[config.mk]
export PLATFORM = sky130hd
export DESIGN_NAME = cache_arb_ctrl_flat
export DESIGN_NICKNAME = d
export VERILOG_FILES = /design/src/rtl/cache_arb_if.sv /design/src/rtl/cache_arb_ctrl.sv /design/src/flat_wrapper.sv
export SDC_FILE = /design/constraint.sdc
export NUM_CORES = 1
export LEC_CHECK = 0
export ABC_AREA = 1
export CORE_AREA = 2 2 39 41
export DETAILED_ROUTE_END_ITERATION = 16
export DIE_AREA = 0 0 41 43
export GPL_TIMING_DRIVEN = 0
export MAX_ROUTING_LAYER = met4
export SYNTH_ARGS = -nofsm -noshare
export SYNTH_HDL_FRONTEND = slang
export SYNTH_SLANG_ARGS = --single-unit
[constraint.sdc]
create_clock -name clk -period 1.3 [get_ports clk]
set_input_delay 0.26 -clock clk [delete_from_list [all_inputs] [get_ports clk]]
set_output_delay 0.26 -clock clk [all_outputs]
set_load 0.005 [all_outputs]
[src/rtl/cache_arb_if.sv]
// Request, release and grant signals between the cache pipeline stages and the
// array arbiter; the stages drive the master side, the arbiter owns the slave side.
interface cache_arb_if;
    logic info_req;
    logic rplc_req;
    logic rsp_req;
    logic info_done;
    logic rplc_done;
    logic rsp_done;
    logic info_arb;
    logic rplc_arb;
    logic rsp_arb;
    logic arb_busy;
    logic info_starved;

    modport master (
        output info_req, rplc_req, rsp_req, info_done, rplc_done, rsp_done,
        input  info_arb, rplc_arb, rsp_arb, arb_busy, info_starved
    );

    modport slave (
        input  info_req, rplc_req, rsp_req, info_done, rplc_done, rsp_done,
        output info_arb, rplc_arb, rsp_arb, arb_busy, info_starved
    );
endinterface

[src/rtl/cache_arb_ctrl.sv]
// Held-grant arbiter for the shared cache arrays (rplc > rsp > info), one-hot registered selects.
// Optional info starvation guard is compiled in when CACHE_ARB_STARVE_EN is defined.
module cache_arb_ctrl #(
    parameter int STARVE_LIMIT = 15,
    parameter int STARVE_W     = 4
) (
    input  logic       clk,
    input  logic       rst,
    cache_arb_if.slave arb
);
    typedef enum logic [1:0] {IDLE, G_INFO, G_RPLC, G_RSP} state_t;

    if (2 ** STARVE_W <= STARVE_LIMIT) begin : g_cfg_check
        $error("cache_arb_ctrl: STARVE_W too narrow to hold STARVE_LIMIT");
    end

    state_t state_q, state_d;
    logic   info_arb_q, rplc_arb_q, rsp_arb_q, busy_q;
    logic   promote;
    logic   owner_release;
    logic   cand_info, cand_rplc, cand_rsp;

    // The releasing owner is masked out so it cannot re-grant itself without an idle gap.
    always_comb begin
        owner_release = 1'b0;
        cand_info     = arb.info_req;
        cand_rplc     = arb.rplc_req;
        cand_rsp      = arb.rsp_req;
        case (state_q)
            G_INFO: begin
                owner_release = arb.info_done | ~arb.info_req;
                cand_info     = 1'b0;
            end
            G_RPLC: begin
                owner_release = arb.rplc_done | ~arb.rplc_req;
                cand_rplc     = 1'b0;
            end
            G_RSP: begin
                owner_release = arb.rsp_done | ~arb.rsp_req;
                cand_rsp      = 1'b0;
            end
            default: ;
        endcase

        state_d = state_q;
        if (state_q == IDLE || owner_release) begin
            if (promote && cand_info) state_d = G_INFO;
            else if (cand_rplc)       state_d = G_RPLC;
            else if (cand_rsp)        state_d = G_RSP;
            else if (cand_info)       state_d = G_INFO;
            else                      state_d = IDLE;
        end
    end

    always_ff @(posedge clk) begin
        if (rst) begin
            state_q    <= IDLE;
            info_arb_q <= 1'b0;
            rplc_arb_q <= 1'b0;
            rsp_arb_q  <= 1'b0;
            busy_q     <= 1'b0;
        end else begin
            state_q    <= state_d;
            info_arb_q <= (state_d == G_INFO);
            rplc_arb_q <= (state_d == G_RPLC);
            rsp_arb_q  <= (state_d == G_RSP);
            busy_q     <= (state_d != IDLE);
        end
    end

`ifdef CACHE_ARB_STARVE_EN
    localparam logic [STARVE_W-1:0] LIMIT = STARVE_W'(STARVE_LIMIT);

    logic [STARVE_W-1:0] wait_cnt_q, wait_cnt_d;
    logic                starved_q, starved_d;

    // Counts cycles info waits with a live request; the flag follows one cycle after saturation.
    always_comb begin
        wait_cnt_d = wait_cnt_q;
        if (!arb.info_req || info_arb_q)
            wait_cnt_d = '0;
        else if (wait_cnt_q != LIMIT)
            wait_cnt_d = wait_cnt_q + 1'b1;
        starved_d = (state_d != G_INFO) && arb.info_req && (wait_cnt_q == LIMIT);
    end

    always_ff @(posedge clk) begin
        if (rst) begin
            wait_cnt_q <= '0;
            starved_q  <= 1'b0;
        end else begin
            wait_cnt_q <= wait_cnt_d;
            starved_q  <= starved_d;
        end
    end

    assign promote = starved_q;
`else
    assign promote = 1'b0;
`endif

    assign arb.info_arb     = info_arb_q;
    assign arb.rplc_arb     = rplc_arb_q;
    assign arb.rsp_arb      = rsp_arb_q;
    assign arb.arb_busy     = busy_q;
    assign arb.info_starved = promote;
endmodule

[src/flat_wrapper.sv]
// flat-port wrapper written by rule: the top's interface ports become plain ports
module cache_arb_ctrl_flat 
#(
    parameter int STARVE_LIMIT = 15,
    parameter int STARVE_W     = 4
)
  (clk, rst, arb_info_req, arb_rplc_req, arb_rsp_req, arb_info_done, arb_rplc_done, arb_rsp_done, arb_info_arb, arb_rplc_arb, arb_rsp_arb, arb_arb_busy, arb_info_starved);
  cache_arb_if arb_i ();
  input  logic clk;
  input  logic rst;
  input wire logic [$bits(arb_i.info_req)-1:0] arb_info_req;
  input wire logic [$bits(arb_i.rplc_req)-1:0] arb_rplc_req;
  input wire logic [$bits(arb_i.rsp_req)-1:0] arb_rsp_req;
  input wire logic [$bits(arb_i.info_done)-1:0] arb_info_done;
  input wire logic [$bits(arb_i.rplc_done)-1:0] arb_rplc_done;
  input wire logic [$bits(arb_i.rsp_done)-1:0] arb_rsp_done;
  output wire logic [$bits(arb_i.info_arb)-1:0] arb_info_arb;
  output wire logic [$bits(arb_i.rplc_arb)-1:0] arb_rplc_arb;
  output wire logic [$bits(arb_i.rsp_arb)-1:0] arb_rsp_arb;
  output wire logic [$bits(arb_i.arb_busy)-1:0] arb_arb_busy;
  output wire logic [$bits(arb_i.info_starved)-1:0] arb_info_starved;
  assign arb_i.info_req = arb_info_req;
  assign arb_i.rplc_req = arb_rplc_req;
  assign arb_i.rsp_req = arb_rsp_req;
  assign arb_i.info_done = arb_info_done;
  assign arb_i.rplc_done = arb_rplc_done;
  assign arb_i.rsp_done = arb_rsp_done;
  assign arb_info_arb = arb_i.info_arb;
  assign arb_rplc_arb = arb_i.rplc_arb;
  assign arb_rsp_arb = arb_i.rsp_arb;
  assign arb_arb_busy = arb_i.arb_busy;
  assign arb_info_starved = arb_i.info_starved;
  cache_arb_ctrl #(.STARVE_LIMIT(STARVE_LIMIT), .STARVE_W(STARVE_W)) u_core (.clk(clk), .rst(rst), .arb(arb_i));
endmodule
==> results by group <==
Global route
  – Initial antenna violation count: 0
  – Met1 Usage GRT: 8.74%
  – GR Util All Layers: 8.04%
  – Met3 Track Usage GR: 7.85%
  – Via count of the first global-routing pass: 242
  – GR Util met2: 10.3%
  – First-pass GRT wire length: 890 um
  – Global route overflow: 0
  – Top Usage Layer GRT: met2
  – Largest net degree at the start of global routing: 6

CTS
  – Hold_buf cts: 0
  – Latest clock arrival within the worst-skew pair: 0.24 ns
  – Post-CTS sizing: 1
  – Setup Buffers After CTS: 0
  – Clk slew on worst S/H paths: 0.04 ns
  – TritonCTS Buffers: 3
  – CTS tree: yes
  – H-Tree Depth: 1
  – Clk buf depth: 2
  – Clk sinks: 6
  – CTS Root Cell: clkbuf_4

Timing
  – Final period util: 85.1%
  – Sum Neg Setup Slack: 0 ns
  – Tmin final: 1.11 ns
  – Endpoints failing hold: 0
  – Clock skew: 0.00501 ns
  – Max-slew violation count: 0
  – RSZ-0062 raised after global routing: no
  – Final setup viols: 0
  – Achievable Freq: 904 MHz

Power
  – Internal power: 0.423 mW
  – Gate power share: 33.3%
  – Power, Total: 0.607 mW
  – Peak supply drop: 0.573 mV
  – P_leak: 0.295 nW
  – Power per cell area: 1310 mW/mm^2
  – Sequential power share: 39.4%
  – Psw: 0.185 mW
  – Sw Share: 30.4%
  – Clock Power Share: 27.3%

Cells and area
  – Syn-to-layout area delta: 51.8%
  – Layout cells sized above 1: 23.7%
  – # nets final: 69
  – Fin util: 33.6%
  – Ant diodes: 0

Logic synthesis
  – Syn avg cell area: 6.81 sq um
  – Mapped Area: 307 sq um
  – Syn nets: 53
  – Synth Warn #: 0
  – Top cell type's share of synthesized area: 39.2%
  – Synth area leader: dfxtp_1
  – Mapped Cells: 45
  – Seq/Total Area, Yosys: 39.2%
  – Top cells by area, synth: dfxtp_1 (39%), nand2_1 (17%), inv_1 (9.8%)
  – Cell variety after synth: 13
  – Number of synthesized register bits: 6

Placement
  – PortBufs: 11
  – Gpl congestion: 0.853
  – Final HPWL DP: 411 um

Run status
  – Status: finished clean

Floorplanning
  – Die height: 43 um
  – FP Rows: 14
  – Die area: 0.00176 sq mm
  – Io pins: 13
  – Core area: 0.00138 sq mm
  – Initial Util: 22.2%
  – Die Wd: 41 um

Routing
  – Wirelength per Cell: 6.59 um
  – Drt drc: 0
  – Routed vias/inst: 3.81
  – Initial DRC Count: 3
  – Detail Route Antenna Nets: 0
  – Final WL: 494 um
  – Via Count: 286
  – TritonRoute pass-1 iters: 2

Critical path
  – Critical Path Source Type: input pin
  – Slowest-stage cell, CP: clkdlybuf4s50_1
  – Critical Path, Cell by Cell: clkdlybuf4s50_1 > nand2_1 > nand2_2 > nand3_2 > nand2_1 > nand2_2 > nand2_4 > nand2_1
  – Worst Path Max Fanout: 4
  – Crit path buffers/inverters: 1
  – Largest delay share family, worst path: simple AND/OR/NAND/NOR gates
  – Crit path largest cell delay: 0.48 ns
  – Reg2Reg Setup Slack: 0.25 ns
  – Kind of critical path: in -> reg
  – Worst Path Required: 1.44 ns
  – CP dominant cell by count: nand2_1
  – Worst setup EP type: flop
  – Crit path DAT: 1.24 ns

Job
  – Max cap viols: 0

Min path
  – Hold WC Path Type: reg -> reg
[worst reg2reg max path: cells and delay by family (launching register included)]
| kind | cells | cell delay (ns) |
|---|---|---|
| buffers and inverters | 1 | 0.07 |
| flip-flops | 1 | 0.36 |
| AND/OR/NAND/NOR | 6 | 0.51 |
[area by class of cell]
type                       instances  area (sq um)
fill                             149           918
multi-input combinational         29           145
sequential                         6           120
timing repair buffer              11           116
inverter                           9          33.8
clock buffer                       3          22.5
tap                               16          20.0
buffer                             1          7.51
[path summary, 6_finish.rpt]
check	start	endpoint	cells after the start
worst max-delay path	arb_rplc_req	u_core.arb.arb_busy	8
worst min-delay path	u_core.state_q[1]	u_core.arb.info_arb	3
worst max register to register	u_core.state_q[1]	u_core.arb.arb_busy	7
worst min register to register	u_core.state_q[1]	u_core.arb.info_arb	3
[registers in the layout, indices dropped and copies added, names as in the netlist]
| signal | flops |
|---|---|
| u_core.arb.rplc_arb | 1 |
| u_core.state_q | 2 |
| u_core.arb.arb_busy | 1 |
| u_core.arb.rsp_arb | 1 |
| u_core.arb.info_arb | 1 |
[layout by cell type, fill, tap and decap left out, types with 3 or more instances in the layout]
cell,n
nor2_2,3
nand2_1,14
inv_1,8
clkbuf_4,3
clkdlybuf4s50_1,7
nand3_1,3
dfxtp_1,6
nand2_2,4
dlymetal6s2s_1,3
[synth_stat cells]
library cell and instances:
buf_4 1, conb_1 1, dfxtp_1 6, inv_1 8, inv_2 1, nand2_1 14, nand2_2 4, nand2_4 1
nand3_1 3, nand3_2 1, nor2_1 1, nor2_2 3, o21ai_1 1
[routing by layer]
layer  vias up  wire length, um
met2        10              238
met1       120              209
met3         0               46
met4         0                0
li1        156                -
met5         -                0
[through the flow]
stage / hold WS [ns] / setup slack [ns] / std cells / instance area [sq um]
after global placement: 0.621 / -0.0605 / 72 / 437
after floorplan: 0.467 / 0.336 / 45 / 307
final: 0.619 / 0.193 / 75 / 465
after CTS: 0.629 / 0.00559 / 75 / 458
after detailed placement: 0.622 / -0.0561 / 72 / 437
after global routing: 0.672 / 0.0962 / 75 / 465
[power by group through the flow]
stage	Clock (mW)	Sequential (mW)	Combinational, mW
6_report	0.166	0.239	0.202
5_1_grt	0.190	0.244	0.232
4_1_cts	0.172	0.240	0.210
3_5_place_dp	0	0.244	0.215
3_3_place_gp	0	0.244	0.214
2_1_floorplan	0	0.245	0.127
[cell families after synthesis]
kind of cell / after synthesis / share of synthesized area (%)
buf+inv: 10 / 13.5
other cells: 1 / 1.22
simple gates: 27 / 44.5
compound gates: 1 / 1.63
flops: 6 / 39.2
Note: power is estimated with default switching activity, not from simulation.
